===== src/rtl/pattern_out_pkg.sv =====
// Shared constants for the multi-channel pattern output block: control byte
// layout, command and mode encodings, channel FSM states, packet length helper.
package pattern_out_pkg;

  localparam logic [1:0] CMD_LOAD = 2'b01;
  localparam logic [1:0] CMD_STOP = 2'b10;

  // Control byte layout: {channel[3:0], idle, mode, cmd[1:0]}
  localparam int unsigned CTRL_CH_LSB   = 4;
  localparam int unsigned CTRL_CH_W     = 4;
  localparam int unsigned CTRL_IDLE_BIT = 3;
  localparam int unsigned CTRL_MODE_BIT = 2;
  localparam int unsigned CTRL_CMD_LSB  = 0;
  localparam int unsigned CTRL_CMD_W    = 2;

  localparam logic ONE_SHOT = 1'b0;
  localparam logic REPEAT   = 1'b1;

  typedef enum logic {StIdle, StShift} ch_state_e;

  // Bytes per packet: output pattern, speed pattern, control byte.
  function automatic int unsigned pack_num(input int unsigned data_bit);
    return 2 * data_bit / 8 + 1;
  endfunction

endpackage


===== src/rtl/multi_ch_pattern_out_if.sv =====
// Byte input and per-channel serial outputs of the pattern output block.
interface multi_ch_pattern_out_if #(
  parameter int unsigned CH_NUM = 3
);
  logic [7:0]        i_data;
  logic              i_rx_done_tick;
  logic [CH_NUM-1:0] o_serial_out;
  logic [CH_NUM-1:0] o_bit_tick;
  logic [CH_NUM-1:0] o_done_tick;
  logic [CH_NUM-1:0] o_busy;
  logic              o_cmd_err;

  modport master (
    output i_data, i_rx_done_tick,
    input  o_serial_out, o_bit_tick, o_done_tick, o_busy, o_cmd_err
  );

  modport slave (
    input  i_data, i_rx_done_tick,
    output o_serial_out, o_bit_tick, o_done_tick, o_busy, o_cmd_err
  );
endinterface


===== src/rtl/pattern_channel.sv =====
// One serial channel: holds a pattern and per-bit speed, shifts LSB first with
// each bit held for LOW_DIV or HIGH_DIV clocks, one-shot or repeating.
module pattern_channel
  import pattern_out_pkg::*;
#(
  parameter int unsigned DATA_BIT = 32,
  parameter int unsigned LOW_DIV  = 1000,
  parameter int unsigned HIGH_DIV = 100
) (
  input  logic                clk,
  input  logic                rst_n,
  input  logic                load_i,
  input  logic                stop_i,
  input  logic [DATA_BIT-1:0] pat_i,
  input  logic [DATA_BIT-1:0] spd_i,
  input  logic                idle_i,
  input  logic                mode_i,
  output logic                serial_o,
  output logic                bit_tick_o,
  output logic                done_tick_o,
  output logic                busy_o
);

  localparam int unsigned MaxDiv = (LOW_DIV > HIGH_DIV) ? LOW_DIV : HIGH_DIV;
  localparam int unsigned DivW   = $clog2(MaxDiv);
  localparam int unsigned IdxW   = $clog2(DATA_BIT);

  ch_state_e           state_q, state_d;
  logic [IdxW-1:0]     idx_q, idx_d;
  logic [DivW-1:0]     div_q, div_d;
  logic [DATA_BIT-1:0] pat_q, pat_d;
  logic [DATA_BIT-1:0] spd_q, spd_d;
  logic                idle_q, idle_d;
  logic                mode_q, mode_d;

  logic [DivW-1:0] div_last;
  logic            bit_end;
  logic            last_bit;
  logic            shifting;

  // State register; reset is asynchronous and asserted high.
  always_ff @(posedge clk or posedge rst_n) begin
    if (rst_n) begin
      state_q <= StIdle;
      idx_q   <= '0;
      div_q   <= '0;
      pat_q   <= '0;
      spd_q   <= '0;
      idle_q  <= 1'b0;
      mode_q  <= ONE_SHOT;
    end else begin
      state_q <= state_d;
      idx_q   <= idx_d;
      div_q   <= div_d;
      pat_q   <= pat_d;
      spd_q   <= spd_d;
      idle_q  <= idle_d;
      mode_q  <= mode_d;
    end
  end

  // Next state, divider/index stepping and outputs.
  always_comb begin
    state_d  = state_q;
    idx_d    = idx_q;
    div_d    = div_q;
    pat_d    = pat_q;
    spd_d    = spd_q;
    idle_d   = idle_q;
    mode_d   = mode_q;

    shifting = (state_q == StShift);
    div_last = spd_q[idx_q] ? DivW'(HIGH_DIV - 1) : DivW'(LOW_DIV - 1);
    bit_end  = shifting && (div_q == div_last);
    last_bit = (idx_q == IdxW'(DATA_BIT - 1));

    if (load_i) begin
      // Reload aborts any pass in flight.
      pat_d   = pat_i;
      spd_d   = spd_i;
      idle_d  = idle_i;
      mode_d  = mode_i;
      idx_d   = '0;
      div_d   = '0;
      state_d = StShift;
    end else if (stop_i) begin
      idle_d  = idle_i;
      state_d = StIdle;
    end else begin
      case (state_q)
        StIdle: ;
        StShift: begin
          if (bit_end) begin
            div_d = '0;
            if (last_bit) begin
              idx_d = '0;
              if (mode_q != REPEAT) state_d = StIdle;
            end else begin
              idx_d = idx_q + 1'b1;
            end
          end else begin
            div_d = div_q + 1'b1;
          end
        end
        default: state_d = StIdle;
      endcase
    end

    busy_o      = shifting;
    serial_o    = shifting ? pat_q[idx_q] : idle_q;
    // An incoming load/stop cancels the pass, so its last bit never completes.
    bit_tick_o  = bit_end && !load_i && !stop_i;
    done_tick_o = bit_end && !load_i && !stop_i && last_bit;
  end

endmodule


===== src/rtl/multi_ch_pattern_out.sv =====
// Multi-channel pattern output: packs UART bytes into a pattern/speed/control
// packet, decodes the control byte and strobes one of CH_NUM channels.
module multi_ch_pattern_out
  import pattern_out_pkg::*;
#(
  parameter int unsigned DATA_BIT    = 32,
  parameter int unsigned CH_NUM      = 3,
  parameter int unsigned LOW_DIV     = 1000,
  parameter int unsigned HIGH_DIV    = 100,
  parameter int unsigned TIMEOUT_CLK = 100000
) (
  input logic                    clk,
  input logic                    rst_n,
  multi_ch_pattern_out_if.slave  bus
);

  localparam int unsigned PACK_NUM = pack_num(DATA_BIT);
  localparam int unsigned NB       = DATA_BIT / 8;
  localparam int unsigned CW       = $clog2(PACK_NUM);
  localparam int unsigned GW       = $clog2(TIMEOUT_CLK + 1);

  logic [CW-1:0]       cnt_q, cnt_d;
  logic [GW-1:0]       gap_q, gap_d;
  logic [DATA_BIT-1:0] pat_buf_q, pat_buf_d;
  logic [DATA_BIT-1:0] spd_buf_q, spd_buf_d;
  logic                ctrl_valid;

  logic [CTRL_CH_W-1:0]  ch_idx;
  logic [CTRL_CMD_W-1:0] cmd;
  logic                  ch_ok, cmd_ok;
  logic [CH_NUM-1:0]     load_q, load_d;
  logic [CH_NUM-1:0]     stop_q, stop_d;
  logic                  ctl_idle_q, ctl_idle_d;
  logic                  ctl_mode_q, ctl_mode_d;
  logic                  cmd_err_q, cmd_err_d;

  logic [CH_NUM-1:0] serial, bit_tick, done_tick, busy;

  // Packer and decode registers.
  always_ff @(posedge clk or posedge rst_n) begin
    if (rst_n) begin
      cnt_q      <= '0;
      gap_q      <= '0;
      pat_buf_q  <= '0;
      spd_buf_q  <= '0;
      load_q     <= '0;
      stop_q     <= '0;
      ctl_idle_q <= 1'b0;
      ctl_mode_q <= ONE_SHOT;
      cmd_err_q  <= 1'b0;
    end else begin
      cnt_q      <= cnt_d;
      gap_q      <= gap_d;
      pat_buf_q  <= pat_buf_d;
      spd_buf_q  <= spd_buf_d;
      load_q     <= load_d;
      stop_q     <= stop_d;
      ctl_idle_q <= ctl_idle_d;
      ctl_mode_q <= ctl_mode_d;
      cmd_err_q  <= cmd_err_d;
    end
  end

  // Byte counter, inter-byte timeout and pattern/speed byte capture.
  always_comb begin
    cnt_d      = cnt_q;
    gap_d      = gap_q;
    pat_buf_d  = pat_buf_q;
    spd_buf_d  = spd_buf_q;
    ctrl_valid = 1'b0;
    if (bus.i_rx_done_tick) begin
      // A byte always wins over a coincident timeout.
      gap_d = '0;
      if (cnt_q == CW'(PACK_NUM - 1)) begin
        cnt_d      = '0;
        ctrl_valid = 1'b1;
      end else begin
        cnt_d = cnt_q + 1'b1;
      end
      for (int b = 0; b < NB; b++) begin
        if (cnt_q == CW'(b))      pat_buf_d[b*8 +: 8] = bus.i_data;
        if (cnt_q == CW'(NB + b)) spd_buf_d[b*8 +: 8] = bus.i_data;
      end
    end else if (gap_q != GW'(TIMEOUT_CLK)) begin
      gap_d = gap_q + 1'b1;
    end else if (cnt_q != '0) begin
      cnt_d = '0;
    end
  end

  // Control byte decode into per-channel load/stop strobes or an error pulse.
  always_comb begin
    ch_idx     = bus.i_data[CTRL_CH_LSB +: CTRL_CH_W];
    cmd        = bus.i_data[CTRL_CMD_LSB +: CTRL_CMD_W];
    ch_ok      = (32'(ch_idx) < CH_NUM);
    cmd_ok     = (cmd == CMD_LOAD) || (cmd == CMD_STOP);
    cmd_err_d  = ctrl_valid && !(ch_ok && cmd_ok);
    ctl_idle_d = ctl_idle_q;
    ctl_mode_d = ctl_mode_q;
    if (ctrl_valid) begin
      ctl_idle_d = bus.i_data[CTRL_IDLE_BIT];
      ctl_mode_d = bus.i_data[CTRL_MODE_BIT];
    end
    for (int i = 0; i < CH_NUM; i++) begin
      load_d[i] = ctrl_valid && (cmd == CMD_LOAD) && (ch_idx == CTRL_CH_W'(i));
      stop_d[i] = ctrl_valid && (cmd == CMD_STOP) && (ch_idx == CTRL_CH_W'(i));
    end
  end

  for (genvar g = 0; g < CH_NUM; g++) begin : g_ch
    pattern_channel #(
      .DATA_BIT (DATA_BIT),
      .LOW_DIV  (LOW_DIV),
      .HIGH_DIV (HIGH_DIV)
    ) u_ch (
      .clk         (clk),
      .rst_n       (rst_n),
      .load_i      (load_q[g]),
      .stop_i      (stop_q[g]),
      .pat_i       (pat_buf_q),
      .spd_i       (spd_buf_q),
      .idle_i      (ctl_idle_q),
      .mode_i      (ctl_mode_q),
      .serial_o    (serial[g]),
      .bit_tick_o  (bit_tick[g]),
      .done_tick_o (done_tick[g]),
      .busy_o      (busy[g])
    );
  end

  assign bus.o_serial_out = serial;
  assign bus.o_bit_tick   = bit_tick;
  assign bus.o_done_tick  = done_tick;
  assign bus.o_busy       = busy;
  assign bus.o_cmd_err    = cmd_err_q;

endmodule

===== src/flat_wrapper.sv =====
// flat-port wrapper written by rule: the top's interface ports become plain ports
module multi_ch_pattern_out_flat import pattern_out_pkg::*;
#(
  parameter int unsigned DATA_BIT    = 32,
  parameter int unsigned CH_NUM      = 3,
  parameter int unsigned LOW_DIV     = 1000,
  parameter int unsigned HIGH_DIV    = 100,
  parameter int unsigned TIMEOUT_CLK = 100000
)
  (clk, rst_n, bus_i_data, bus_i_rx_done_tick, bus_o_serial_out, bus_o_bit_tick, bus_o_done_tick, bus_o_busy, bus_o_cmd_err);
  multi_ch_pattern_out_if #(.CH_NUM(CH_NUM)) bus_i ();
  input logic clk;
  input logic rst_n;
  input wire logic [$bits(bus_i.i_data)-1:0] bus_i_data;
  input wire logic [$bits(bus_i.i_rx_done_tick)-1:0] bus_i_rx_done_tick;
  output wire logic [$bits(bus_i.o_serial_out)-1:0] bus_o_serial_out;
  output wire logic [$bits(bus_i.o_bit_tick)-1:0] bus_o_bit_tick;
  output wire logic [$bits(bus_i.o_done_tick)-1:0] bus_o_done_tick;
  output wire logic [$bits(bus_i.o_busy)-1:0] bus_o_busy;
  output wire logic [$bits(bus_i.o_cmd_err)-1:0] bus_o_cmd_err;
  assign bus_i.i_data = bus_i_data;
  assign bus_i.i_rx_done_tick = bus_i_rx_done_tick;
  assign bus_o_serial_out = bus_i.o_serial_out;
  assign bus_o_bit_tick = bus_i.o_bit_tick;
  assign bus_o_done_tick = bus_i.o_done_tick;
  assign bus_o_busy = bus_i.o_busy;
  assign bus_o_cmd_err = bus_i.o_cmd_err;
  multi_ch_pattern_out #(.DATA_BIT(DATA_BIT), .CH_NUM(CH_NUM), .LOW_DIV(LOW_DIV), .HIGH_DIV(HIGH_DIV), .TIMEOUT_CLK(TIMEOUT_CLK)) u_core (.clk(clk), .rst_n(rst_n), .bus(bus_i));
endmodule

===== config.mk =====
export PLATFORM = sky130hd
export DESIGN_NAME = multi_ch_pattern_out_flat
export DESIGN_NICKNAME = d
export VERILOG_FILES = /design/src/rtl/pattern_out_pkg.sv /design/src/rtl/multi_ch_pattern_out_if.sv /design/src/rtl/pattern_channel.sv /design/src/rtl/multi_ch_pattern_out.sv /design/src/flat_wrapper.sv
export SDC_FILE = /design/constraint.sdc
export NUM_CORES = 1
export LEC_CHECK = 0
export BUFFER_PORTS_ARGS = -buffer_cell sky130_fd_sc_hd__buf_2
export CAP_MARGIN = 20
export CORE_MARGIN = 1
export CORE_UTILIZATION = 50
export DETAILED_ROUTE_END_ITERATION = 7
export PLACE_DENSITY = 0.68
export SYNTH_ARGS = -nofsm -noshare
export SYNTH_HDL_FRONTEND = slang
export SYNTH_SLANG_ARGS = --single-unit

===== constraint.sdc =====
create_clock -name clk -period 27.6 [get_ports clk]
set_clock_uncertainty 0.15 [all_clocks]
set_input_delay 4.14 -clock clk [delete_from_list [all_inputs] [get_ports clk]]
set_output_delay 4.14 -clock clk [all_outputs]
set_load 0.005 [all_outputs]

# After elaboration in Yosys (flattened, before gate mapping)
# Cells that the tools add are included.
# W data, S select, Z words.
[word_totals]
wordCells = 207
ff_bits = 340
output_inout_bits = 13
[classes]
reduce_logical = 59
addsub = 8
order_cmp = 4
eq_ne = 23
muxes = 77
[ops]
columns = ["cell", "count"]
rows = [
  ["$mux W10", 15],
  ["$mux W5", 15],
  ["$mux W1", 35],
  ["$mux W17", 2],
  ["$add A10 B1 Y10 const B", 3],
  ["$bmux W1 S5", 6],
  ["$eq A10 B10 Y1", 3],
  ["$reduce_and A2 Y1", 12],
  ["$logic_and A1 B1 Y1", 22],
  ["$reduce_bool A2 Y1", 11],
  ["$lt A5 B6 Y1 const B", 3],
  ["$add A17 B1 Y17 const B", 1],
  ["$ne A17 B17 Y1 const B", 1],
  ["$eq A4 B3 Y1 const B", 4],
  ["$mux W4", 4],
  ["$add A5 B1 Y5 const B", 3],
  ["$eq A5 B5 Y1 const B", 3],
  ["$eq A4 B2 Y1 const B", 3],
  ["$reduce_and A3 Y1", 3],
  ["$eq A4 B1 Y1 const B", 2],
  ["$logic_not A4 Y1", 2],
  ["$logic_not A1 Y1", 7],
  ["$ne A2 B1 Y1 const B", 3],
  ["$add A4 B1 Y4 const B", 1],
  ["7 further kinds", 7],
]

# Logic depth before layout (Yosys ltp)
[depth]
depth_word = 9
depth_mapped = 10
ltp_nobuf = 8

# Hierarchy
# From an unflattened synthesis, not the netlist that was laid out.
[unflattened]
cells_unflattened = 1220
area_unflattened_um2 = 15952.8
[by_module_without_submodules]
columns = ["module", "area_per_inst_um2", "seq_area_each_um2", "n_inst", "cells_per_inst"]
rows = [
  ["pattern_channel at u_core.g_ch[0].u_ch", 4007.6, 2052.0, 1, 302],
  ["multi_ch_pattern_out", 3997.6, 2352.3, 1, 304],
  ["pattern_channel at u_core.g_ch[2].u_ch", 3981.3, 2052.0, 1, 310],
  ["pattern_channel at u_core.g_ch[1].u_ch", 3966.3, 2052.0, 1, 304],
]

# Worst setup path after synthesis
# Ideal clock, no wire load.
[synth_path]
kind = "register -> output"
start = "reg u_core.g_ch[0].u_ch.idx_q[0]"
end = "out bus_o_serial_out[0]"
arrival_time_ns = 2.292
n_path_buf = 3
stages_incl_launch_ff = 8
path_slack_ns = 21.018
cell_sequence = "dfrtp_1 > buf_2 > buf_1 > mux4_2 > mux4_2 > mux2i_1 > a21oi_1 > buf_4"
[synth_between]
elab_chain_len = 3
[synth_rtl]
columns = ["item", "line_no", "source"]
rows = [
  ["start: declaration", "pattern_channel.sv:29", "logic [IdxW-1:0] idx_q, idx_d;"],
  ["start signal: assignment", "pattern_channel.sv:53", "idx_q <= idx_d;"],
  ["$bmux W1 S5", "pattern_channel.sv:110", "serial_o = shifting ? pat_q[idx_q] : idle_q;"],
  ["$mux W1 (implied by the code)", "pattern_channel.sv:110", ""],
  ["$mux W1", "pattern_channel.sv:110", ""],
  ["end: declaration", "flat_wrapper.sv:16", "output wire logic [$bits(bus_i.o_serial_out)-1:0] bus_o_serial_out;"],
]
# No other way between the ends. The select of a mux whose other input is x is not followed.

# Final worst setup path
[layout_path]
start = "reg u_core.g_ch[0].u_ch.idx_q[0]"
end = "out bus_o_done_tick[0]"
[layout_between]
elab_chain_len = 8
word_cells_on_any_way = 9
cone_classes = "eq/ne (2); mux (3); reduce/logical (4)"
[layout_rtl]
columns = ["item", "line_no", "source"]
rows = [
  ["$bmux W1 S5", "pattern_channel.sv:73", "div_last = spd_q[idx_q] ? DivW'(HIGH_DIV - 1) : DivW'(LOW_DIV - 1);"],
  ["$mux W1 (implied by the code)", "pattern_channel.sv:73", ""],
  ["$mux W10", "pattern_channel.sv:73", ""],
  ["$eq A10 B10 Y1", "pattern_channel.sv:74", "bit_end = shifting && (div_q == div_last);"],
  ["$logic_and A1 B1 Y1", "pattern_channel.sv:74", ""],
  ["$logic_and A1 B1 Y1 (2 in a row)", "pattern_channel.sv:113", "done_tick_o = bit_end && !load_i && !stop_i && last_bit;"],
  ["$logic_and A1 B1 Y1 *", "pattern_channel.sv:113", ""],
  ["end: declaration", "flat_wrapper.sv:18", "output wire logic [$bits(bus_i.o_done_tick)-1:0] bus_o_done_tick;"],
]
# Mark *: on every way between the ends. The rest lies on a longest branch, timed or not. The select of a mux whose other input is x is not followed.

==> results.rst <==
.. list-table::
   :header-rows: 1

   * - Metric
     - Value
   * - Worst setup SP type
     - register
   * - Grt met2 use
     - about a third
   * - Most used standard cell by instance count after synthesis
     - dfrtp_1
   * - Class of the tightest hold or removal check
     - register to register
   * - Worst setup EP type
     - output pin
   * - Arrival time worst endpoint
     - between 3000 and 4000 ps
   * - Count of flip-flops with a built-in enable after synthesis
     - 0
   * - Area of the die
     - around 33000 sq um
   * - Number of cells after detailed placement
     - 1609
   * - Share of the synthesized area in compound gates (AO/OA/AOI/OAI)
     - under 10%
   * - Portion of total power attributed to sequential cells
     - between 50% and 60%
   * - FF+latch count, synth
     - 340
   * - Wire length of the first global-routing pass
     - approximately 56000 um
   * - Antenna Cells
     - 0
   * - Overflow left after global routing
     - 0
   * - Via total after detailed routing
     - about 10k
   * - Net count of the finished layout
     - 1274
   * - TritonCTS buffer count
     - 37
   * - Worst hold slack
     - 348 ps
   * - Largest family of logic cells by synthesized area
     - multiplexers
   * - Fillcell total
     - approximately 2.6k
   * - Required time of the worst setup path
     - approximately 23000 ps
   * - Clock power frac
     - 39.5%
   * - Clock-pin slew reported for the worst setup and hold paths after clock tree synthesis
     - 60 ps
   * - Share of synthesized cell area in full adder, half adder and majority cells
     - under 10%
   * - Final hold violation count
     - 0
   * - Warning count from the yosys run
     - 0
   * - Area used by sequential logic in the layout
     - about 8500 sq um
   * - Actual slew at the worst max-slew pin
     - between 1000 and 1500 ps
   * - Clock insertion delay at the later pin of the skew report
     - approximately 520 ps
   * - Top-level port count
     - 24
   * - Leak pwr
     - between 7 and 8 nW
   * - Share of the yosys chip area belonging to registers
     - a little over half
   * - Layout overhead on the synthesized area
     - 9.55%
   * - Total wirelength of the detailed-routed design
     - approximately 35000 um
   * - Half-perimeter wire length of the detailed placement result
     - approximately 23000 um
   * - Setup TNS
     - 0 ps
   * - Layer carrying the most global-route usage
     - met2
   * - Site row count
     - 65
   * - Count of placed standard cells in the final layout, fillers left out
     - ~1.7k
   * - Initial antenna violation count
     - 0
   * - Routed wire length per instance
     - roughly 21 um
   * - Met3 global-route usage
     - under 10%
   * - Core footprint
     - roughly 31000 sq um
   * - Count of cell types in the netlist
     - 64
   * - Unrepaired setup endpoints after global routing
     - no
   * - CTS root buffer
     - clkbuf_16
   * - Met1 Usage GRT
     - 31.7%
   * - Maximum achievable frequency
     - between 100 and 150 MHz
   * - Power density over cell area
     - between 70 and 80 nW/um^2
   * - Worst setup path category
     - register to output pin
   * - Max capacitance violation total
     - 0
   * - Synth area leaders
     - dfrtp_1 53%, mux2_2 18%, mux4_2 4.2%, mux2i_1 3.4%, nand2_1 1.7%
   * - Largest area contributor in the netlist
     - dfrtp_1
   * - Routed vias/inst
     - between 5 and 6
   * - Final weighted congestion in routability-driven placement
     - between 0.8 and 0.9
   * - Initial DRT Pass Iterations
     - 5
   * - Global-route total usage across every layer
     - about 22%
   * - Main flop type after synthesis
     - dfrtp_1
   * - Post-route minimum period
     - 7760 ps
   * - DRC violations left
     - 0
   * - Final cycle utilization of the critical path
     - between 20% and 30%
   * - Part of the power in combinational logic
     - under 10%
   * - Total power draw
     - around 1.2 mW
   * - Simple-gate area share of the yosys netlist
     - around 10%
   * - Area of the mapped netlist
     - roughly 16000 sq um
   * - Floorplan die width
     - 181 um
   * - Worst-case clock buffer depth
     - 3
   * - Clock tree from TritonCTS
     - built
   * - Number of global-route vias before repair
     - a little under 10k
   * - Starting density of the core
     - approximately half
   * - Die Y-Extent
     - 181 um
   * - Remaining number of nets flagged by the antenna check after routing
     - 0
   * - Xor/xnor share of the synthesized area
     - approximately 1.3%
   * - Level count of the clock H-tree
     - 2
   * - Sink count of the clock tree
     - 340
   * - Tightest slew margin relative to the limit
     - 29.4%
   * - Post-synthesis cell count
     - approximately 1.3k
   * - Cell Int Power
     - 0.913 mW
   * - Highest net fanout along the worst path
     - 19
   * - Result of the run
     - finished clean
   * - Number of setup buffers added after CTS
     - 0
   * - Share of synthesized registers carrying an async set or reset
     - 100%
   * - Most instantiated cells after synthesis
     - 340 x dfrtp_1, 262 x mux2_2, 73 x nand2_1, 54 x mux2i_1, 53 x nor2_1
   * - Pin count of the biggest net entering global routing
     - between 100 and 150
   * - Fraction of power spent switching nets
     - about 26%
   * - Total setup violations reported at the end of the flow
     - 0
   * - Slew Limit Fails
     - 0
   * - Post-CTS resize count
     - 0
   * - Area occupied by multi-input gates
     - 7020 sq um
   * - Fraction of final layout cells with drive strength greater than 1
     - between 30% and 40%
   * - Synthesized netlist net count
     - around 1.3k
   * - Maximum vdd drop
     - between 0.06 and 0.07 mV
   * - Post-synthesis mux area share
     - around a quarter
   * - Post-CTS Hold Fix Bufs
     - 0
   * - Post-synthesis area per instance
     - roughly 13 sq um
   * - First DRT Iteration DRCs
     - 598
   * - Power dissipated by switching net loads
     - between 0.3 and 0.4 mW
   * - Area share of the leading cell type in the synthesized netlist
     - a little over half
   * - Port-buffer cells
     - 23
worst max-delay path: stages (launching register included):
cell and delay (ps):
dfrtp_1 940, nand2b_1 260, a211oi_1 300, a31oi_1 90, a31o_2 310, or4_1 500
o31ai_1 80, buf_4 210, and3_1 160, buf_2 100
power by group through the flow:
stage	clock network, mW	registers (mW)	logic (mW)
after floorplan	0	0.603	0.0944
after global placement	0	0.645	0.107
after detailed placement	0	0.646	0.112
after CTS	0.497	0.637	0.113
after global routing	0.520	0.645	0.124
final	0.487	0.636	0.111
metal layers:
metal / vias to the layer above / routed length [um]
met2: 169 / 16600
met5: - / 0
met3: 51 / 1370
li1: 4564 / -
met1: 5186 / 16100
met4: 0 / 971
metrics by stage:
| stage | utilization (%) | cell area (sq um) | setup WS [ps] |
|---|---|---|---|
| 2_1_floorplan | - | 16000 | 13890 |
| 3_3_place_gp | 51.7 | 16300 | 20390 |
| 3_5_place_dp | 51.7 | 16300 | 20340 |
| 4_1_cts | 55.6 | 17500 | 19770 |
| 5_1_grt | 55.6 | 17500 | 19500 |
| 6_report | 55.6 | 17500 | 19840 |
worst paths after layout:
path	start	end	slack (ps)	cells after the start
max	u_core.g_ch[0].u_ch.idx_q[0]$_DFFE_PP0P_	bus_o_done_tick[0]	19840	9
min	u_core.g_ch[2].u_ch.pat_q[22]$_DFFE_PP0P_	u_core.g_ch[2].u_ch.pat_q[22]$_DFFE_PP0P_	350	1
max reg2reg	u_core.g_ch[0].u_ch.idx_q[0]$_DFFE_PP0P_	u_core.g_ch[0].u_ch.idx_q[0]$_DFFE_PP0P_	24390	7
min reg2reg	u_core.g_ch[2].u_ch.pat_q[22]$_DFFE_PP0P_	u_core.g_ch[2].u_ch.pat_q[22]$_DFFE_PP0P_	350	1
max in group asynchronous	rst_n	u_core.pat_buf_q[5]$_DFFE_PP0P_	22140	3
min in group asynchronous	rst_n	u_core.g_ch[2].u_ch.mode_q$_DFFE_PP0P_	3690	2
flip-flops by register name, summed over array words and instances (netlist names):
signal,flops
u_core.g_ch.u_ch.idx_q,15
u_core.load_q,3
u_core.gap_q,17
u_core.bus.o_cmd_err,1
u_core.ctl_mode_q,1
u_core.spd_buf_q,32
u_core.g_ch.u_ch.mode_q,3
u_core.g_ch.u_ch.busy_o,3
u_core.cnt_q,4
u_core.g_ch.u_ch.pat_q,96
u_core.g_ch.u_ch.div_q,30
u_core.g_ch.u_ch.spd_q,96
u_core.g_ch.u_ch.idle_q,3
u_core.stop_q,3
u_core.ctl_idle_q,1
u_core.pat_buf_q,32
layout make-up:
class                      count  area share, %
inverter                      15          0.365
tap                          402           2.87
sequential                   340           48.7
clock buffer                  58           6.32
multi-input combinational    821           40.1
clock inverter                 8          0.594
timing repair buffer          31           1.00
kinds of logic (layout without fill, tap and decap cells):
kind of cell	after synthesis	after routing
simple gates	310	310
buf+inv	95	112
mux	348	348
fa+ha+maj	17	17
flops	340	340
compound gates	123	123
xor+xnor	23	23
cell usage in the layout (no fill, tap or decap), types with 3 or more instances in the layout:
cell	n
nand2b_1	10
dfrtp_2	3
or4_1	6
a211oi_1	6
o21ai_0	44
xor2_1	18
nor4_1	10
inv_1	13
nand4b_1	5
clkinv_2	4
a21oi_1	18
nor3_1	26
mux2i_1	54
nor2b_1	11
and3_1	10
dfrtp_1	335
buf_2	23
buf_4	8
ha_1	17
clkbuf_16	38
a32o_1	4
nand4_1	15
o22ai_1	4
nor3b_2	3
nor3b_1	3
and2_1	6
mux4_2	30
a31o_2	3
nor4b_1	8
xnor2_1	5
mux2_2	262
a31oi_1	13
clkbuf_1	12
clkbuf_8	8
a22oi_1	10
nand3_1	45
or3_1	17
nor2_1	53
nand2_1	73
No activity file was read; power rests on OpenSTA's default activity.
